### config.mk
export PLATFORM = sky130hd
export DESIGN_NAME = fir_serial_ctrl_flat
export DESIGN_NICKNAME = d
export VERILOG_FILES = /design/src/rtl/fir_serial_ctrl_if.sv /design/src/rtl/fir_serial_ctrl.sv /design/src/flat_wrapper.sv
export SDC_FILE = /design/constraint.sdc
export NUM_CORES = 1
export LEC_CHECK = 0
export ABC_CLOCK_PERIOD_IN_PS = 7800
export CAP_MARGIN = 20
export CORE_ASPECT_RATIO = 0.7
export CORE_MARGIN = 5
export CORE_UTILIZATION = 60
export DETAILED_ROUTE_END_ITERATION = 10
export HOLD_SLACK_MARGIN = 0.03
export PLACE_DENSITY = 0.89
export SETUP_SLACK_MARGIN = 0.2
export SLEW_MARGIN = 0
export SYNTH_ARGS = -nofsm -noshare
export SYNTH_HDL_FRONTEND = slang
export SYNTH_SLANG_ARGS = --single-unit
### constraint.sdc
create_clock -name clk -period 7.8 [get_ports clk]
set_input_delay 1.17 -clock clk [delete_from_list [all_inputs] [get_ports clk]]
set_output_delay 1.17 -clock clk [all_outputs]
set_load 0.01 [all_outputs]
### src/rtl/fir_serial_ctrl_if.sv
// Sample-in / coefficient-write / MAC / result bundle for the serial FIR sequencer.
// The slave modport is the sequencer's view; master is the surrounding logic's view.
interface fir_serial_ctrl_if #(
    parameter int in_WIDTH      = 8,
    parameter int filter_LENGTH = 8,
    parameter int counter_size  = $clog2(filter_LENGTH),
    parameter int out_WIDTH     = in_WIDTH*2 + counter_size + 1
);
    logic                           in_valid;
    logic                           in_ready;
    logic signed [in_WIDTH-1:0]     in_sample;
    logic                           coef_wr_en;
    logic        [counter_size-1:0] coef_wr_addr;
    logic signed [in_WIDTH-1:0]     coef_wr_data;
    logic signed [in_WIDTH-1:0]     mac_coef;
    logic signed [in_WIDTH-1:0]     mac_in;
    logic signed [out_WIDTH-1:0]    mac_last_add;
    logic signed [out_WIDTH-1:0]    mac_result;
    logic                           out_valid;
    logic signed [out_WIDTH-1:0]    out_data;

    modport slave (
        input  in_valid, in_sample, coef_wr_en, coef_wr_addr, coef_wr_data, mac_result,
        output in_ready, mac_coef, mac_in, mac_last_add, out_valid, out_data
    );

    modport master (
        output in_valid, in_sample, coef_wr_en, coef_wr_addr, coef_wr_data, mac_result,
        input  in_ready, mac_coef, mac_in, mac_last_add, out_valid, out_data
    );
endinterface

### src/rtl/fir_serial_ctrl.sv
// Serial FIR sequencer: holds delay line and coefficients, walks one tap per clock
// through the external MAC stage and registers the final sum as the filter output.
module fir_serial_ctrl #(
    parameter int in_WIDTH      = 8,
    parameter int filter_LENGTH = 8,
    parameter int counter_size  = $clog2(filter_LENGTH),
    parameter int out_WIDTH     = in_WIDTH*2 + counter_size + 1
) (
    input  logic             clk,
    input  logic             rst,
    fir_serial_ctrl_if.slave bus
);
    typedef enum logic {IDLE, RUN} state_t;

    state_t state, state_next;

    logic signed [in_WIDTH-1:0]  x [filter_LENGTH];
    logic signed [in_WIDTH-1:0]  c [filter_LENGTH];
    logic signed [out_WIDTH-1:0] acc;
    logic [counter_size-1:0]     cnt;
    logic                        out_valid_q;
    logic signed [out_WIDTH-1:0] out_data_q;

    logic accept;
    logic last_tap;
    logic coef_wr_ok;

    assign last_tap   = (cnt == counter_size'(filter_LENGTH - 1));
    assign coef_wr_ok = bus.coef_wr_en && (32'(bus.coef_wr_addr) < filter_LENGTH);

    always_ff @(posedge clk) begin
        if (rst) begin
            state <= IDLE;
        end else begin
            state <= state_next;
        end
    end

    always_comb begin
        state_next       = state;
        accept           = 1'b0;
        bus.in_ready     = 1'b0;
        bus.mac_coef     = '0;
        bus.mac_in       = '0;
        bus.mac_last_add = '0;
        case (state)
            IDLE: begin
                bus.in_ready = 1'b1;
                accept       = bus.in_valid;
                if (bus.in_valid) begin
                    state_next = RUN;
                end
            end
            RUN: begin
                bus.mac_coef     = c[cnt];
                bus.mac_in       = x[cnt];
                bus.mac_last_add = acc;
                if (last_tap) begin
                    state_next = IDLE;
                end
            end
            default: state_next = IDLE;
        endcase
    end

    always_ff @(posedge clk) begin
        if (rst) begin
            for (int unsigned k = 0; k < filter_LENGTH; k++) begin
                x[k] <= '0;
                c[k] <= '0;
            end
            acc         <= '0;
            cnt         <= '0;
            out_valid_q <= 1'b0;
            out_data_q  <= '0;
        end else begin
            out_valid_q <= 1'b0;
            // A write coinciding with an accept lands before the first tap is read.
            if (state == IDLE && coef_wr_ok) begin
                c[bus.coef_wr_addr] <= bus.coef_wr_data;
            end
            if (accept) begin
                for (int unsigned k = filter_LENGTH - 1; k > 0; k--) begin
                    x[k] <= x[k-1];
                end
                x[0] <= bus.in_sample;
                acc  <= '0;
                cnt  <= '0;
            end else if (state == RUN) begin
                if (last_tap) begin
                    out_data_q  <= bus.mac_result;
                    out_valid_q <= 1'b1;
                    acc         <= '0;
                    cnt         <= '0;
                end else begin
                    acc <= bus.mac_result;
                    cnt <= cnt + counter_size'(1);
                end
            end
        end
    end

    always_comb begin
        bus.out_valid = out_valid_q;
        bus.out_data  = out_data_q;
    end
endmodule

### src/flat_wrapper.sv
// flat-port wrapper written by rule: the top's interface ports become plain ports
module fir_serial_ctrl_flat 
#(
    parameter int in_WIDTH      = 8,
    parameter int filter_LENGTH = 8,
    parameter int counter_size  = $clog2(filter_LENGTH),
    parameter int out_WIDTH     = in_WIDTH*2 + counter_size + 1
)
  (clk, rst, bus_in_valid, bus_in_sample, bus_coef_wr_en, bus_coef_wr_addr, bus_coef_wr_data, bus_mac_result, bus_in_ready, bus_mac_coef, bus_mac_in, bus_mac_last_add, bus_out_valid, bus_out_data);
  fir_serial_ctrl_if #(.in_WIDTH(in_WIDTH), .filter_LENGTH(filter_LENGTH), .counter_size(counter_size), .out_WIDTH(out_WIDTH)) bus_i ();
  input  logic clk;
  input  logic rst;
  input wire logic [$bits(bus_i.in_valid)-1:0] bus_in_valid;
  input wire logic [$bits(bus_i.in_sample)-1:0] bus_in_sample;
  input wire logic [$bits(bus_i.coef_wr_en)-1:0] bus_coef_wr_en;
  input wire logic [$bits(bus_i.coef_wr_addr)-1:0] bus_coef_wr_addr;
  input wire logic [$bits(bus_i.coef_wr_data)-1:0] bus_coef_wr_data;
  input wire logic [$bits(bus_i.mac_result)-1:0] bus_mac_result;
  output wire logic [$bits(bus_i.in_ready)-1:0] bus_in_ready;
  output wire logic [$bits(bus_i.mac_coef)-1:0] bus_mac_coef;
  output wire logic [$bits(bus_i.mac_in)-1:0] bus_mac_in;
  output wire logic [$bits(bus_i.mac_last_add)-1:0] bus_mac_last_add;
  output wire logic [$bits(bus_i.out_valid)-1:0] bus_out_valid;
  output wire logic [$bits(bus_i.out_data)-1:0] bus_out_data;
  assign bus_i.in_valid = bus_in_valid;
  assign bus_i.in_sample = bus_in_sample;
  assign bus_i.coef_wr_en = bus_coef_wr_en;
  assign bus_i.coef_wr_addr = bus_coef_wr_addr;
  assign bus_i.coef_wr_data = bus_coef_wr_data;
  assign bus_i.mac_result = bus_mac_result;
  assign bus_in_ready = bus_i.in_ready;
  assign bus_mac_coef = bus_i.mac_coef;
  assign bus_mac_in = bus_i.mac_in;
  assign bus_mac_last_add = bus_i.mac_last_add;
  assign bus_out_valid = bus_i.out_valid;
  assign bus_out_data = bus_i.out_data;
  fir_serial_ctrl #(.in_WIDTH(in_WIDTH), .filter_LENGTH(filter_LENGTH), .counter_size(counter_size), .out_WIDTH(out_WIDTH)) u_core (.clk(clk), .rst(rst), .bus(bus_i));
endmodule
==> out/metrics.yaml <==
outcome: "finished clean"
path_class: "reg2out"
hold_violations: 0
netlist_area_sq_um: 7820
ys_warn_count: 0
area_delta_synth_final_pct: 21.5
antenna_cells_inserted: 0
timing.max_cap.violations: 0
skew_ns: 0.00736
vias: 4919
p_leak_nw: 3.45
antenna_found_initial: 0
drive_gt1_frac: 0.0991
cts-buffers-inserted: 17
dieHeight_um: 106
cts_setup_buffers: 0
tritoncts: "built"
pin_count: 101
power_density_nw_per_um2: 217
place_ws_ns: 4.17
hpwl_um: 11000
grt_pass1_vias: 4964
firstDrtPassIters: 4
global_route.usage.met1: 0.291
start_kind: "flop"
grt_pass1_wl_um: 26600
cts.clk_slew.worst_paths_ns: 0.06
crit_arrival_ns: 2.89
seq_area_frac_synth: 0.614
coreArea_sq_um: 12600
clock_tree.buffer_depth: 2
grt_setup_unrepaired: "no"
cts_sinks: 176
ant_nets: 0
worst-path-max-fanout: 32
synth_cell_types: 29
place.port_buffers: 100
whs_path_depth: 2
die_area_sq_um: 15500
clock_latency_ns: 0.43
whs_ns: 0.462
drv_slew: 0
fmax_mhz: 246
crit_required_ns: 6.63
synthCells: 585
globalplace.congestion: 0.816
end_kind: "primary output"
nNetsFinal: 719
drt_wl_total_um: 16900
placed_cell_area_sq_um: 8900
max-slew-margin-rel: 0.244
final-setup-viol-count: 0
syn_area_per_cell_sq_um: 13.4
synth_nets: 631
post-route-period-util: 0.521
synth-seq-cells: 176
crit_slowest_cell: "dfxtp_2"
crit_buf_inv: 1
initial_utilization: 0.621
gr-total-overflow: 0
met3_usage: 0.0613
drtIter0Drc: 396
setup_ws_ns: 3.74
path_cells: "mux4_1 -> mux2i_1 -> nor2_1 -> clkdlybuf4s50_1"
use_met2: 0.370
post_drt_via_cell_ratio: 5.80
final_util: 0.755
slowest_delay_ns: 0.97
drc_errors: 0
top_usage_layer: "met2"
grt_max_degree: 88
chipWidth_um: 146
fin_area_sq_um: 9500
track_usage: 0.221
min_path_type: "reg2reg"
fin_crit_ns: 4.06
clock-root-buffer: "clkbuf_16"
post_drt_wl_per_cell_um: 20.0
finalSetupTns_ns: 0
holdBufCountCts: 0
cts-resized-gates: 0
critPathTopFamily: "flip-flops"
h-tree-depth: 4
irDropWorstVdd_v: 0.000185
path_depth: 4
fp-row-count: 34
reg2reg_depth: 3
worst_pin_slew_ns: 1.13
cells in the mapped netlist:
cell type / count / area (sq um)
a21o_1: 1 / 7.51
a21oi_1: 41 / 205
and2_1: 149 / 932
buf_1: 7 / 26.3
buf_2: 6 / 30.0
buf_4: 1 / 7.51
buf_6: 4 / 45.0
clkbuf_1: 18 / 67.6
dfxtp_1: 48 / 961
edfxtp_1: 128 / 3840
ha_1: 3 / 37.5
inv_1: 1 / 3.75
mux2i_1: 18 / 180
mux4_1: 23 / 604
mux4_2: 9 / 203
nand2_1: 63 / 236
nand3_1: 1 / 5.00
nand3b_1: 21 / 158
nor2_1: 21 / 78.8
nor2_2: 4 / 25.0
nor2_4: 2 / 22.5
nor3_1: 1 / 5.00
nor3_4: 2 / 32.5
nor3b_1: 1 / 7.51
nor3b_2: 1 / 12.5
or2_2: 8 / 50.1
or3_4: 1 / 11.3
or3b_2: 1 / 8.76
or3b_4: 1 / 11.3
layout by cell type (no fill, tap or decap), types with 2 or more instances in the layout:
master | Yosys | routed
and2_1 | 149 | 149
edfxtp_1 | 128 | 128
clkdlybuf4s50_1 | 0 | 100
nand2_1 | 63 | 63
dfxtp_1 | 48 | 47
a21oi_1 | 41 | 41
mux4_1 | 23 | 23
nor2_1 | 21 | 21
nand3b_1 | 21 | 21
clkbuf_16 | 0 | 19
mux2i_1 | 18 | 18
mux4_2 | 9 | 9
or2_2 | 8 | 8
buf_4 | 1 | 5
nor2_2 | 4 | 4
inv_6 | 0 | 4
ha_1 | 3 | 3
inv_4 | 0 | 3
nor2_4 | 2 | 2
nor3_4 | 2 | 2
clkinv_2 | 0 | 2
final timing paths:
path	startpoint	endpoint	slack, ns
min	u_core.bus.out_data[17]	u_core.bus.out_data[17]	0.46
max	flop	bus_mac_coef[4]	3.74
min reg2reg	u_core.bus.out_data[17]	u_core.bus.out_data[17]	0.46
max reg2reg	u_core.state	u_core.x[0][2]	5.34
worst register-to-register path, stage by stage, from the launching register on:
cell and delay (ns):
dfxtp_1 0.31, inv_1 0.53, buf_4 0.39, a21o_4 0.80
cells by family (layout without fill, tap and decap cells):
group                    count (synthesis)  after routing  share of synthesized area
AND/OR/NAND/NOR                        277            277                      0.204
multiplexers                            50             50                      0.126
flip-flops                             176            176                      0.614
AO/OA/AOI/OAI                           42             42                     0.0272
adder cells (fa/ha/maj)                  3              3                    0.00480
buffers and inverters                   37            138                     0.0230
through the flow:
step | power (mW) | instances
final | 2.07 | 848
after global routing | 2.13 | 848
after CTS | 2.07 | 848
after detailed placement | 1.22 | 816
after global placement | 1.22 | 816
after floorplan | 1.16 | 585
registers in the layout, indices dropped and copies added (netlist names), named ones only:
register,cells
u_core.x,64
u_core.cnt,3
u_core.bus.out_data,20
u_core.bus.out_valid,1
u_core.state,1
u_core.acc,20
u_core.c,64
routing by layer:
metal,up-vias,share of wire
met5,-,0
met2,190,0.50
met4,0,0.011
met1,2447,0.42
met3,22,0.077
li1,2260,-
layout make-up:
type	instances	area, sq um
Clock inverter	12	114
Inverter	1	3.75
Timing Repair Buffer	105	1040
Fill cell	729	3090
Multi-Input combinational cell	372	2850
Tap cell	162	203
Clock buffer	20	489
Sequential cell	176	4810
power breakdown:
| group | internal, mW | switching [mW] |
|---|---|---|
| combinational | 0.0658 | 0.0704 |
| sequential | 1.05 | 0.0234 |
| clock | 0.493 | 0.366 |
| total | 1.61 | 0.460 |
Note: power is estimated with default switching activity, not from simulation.
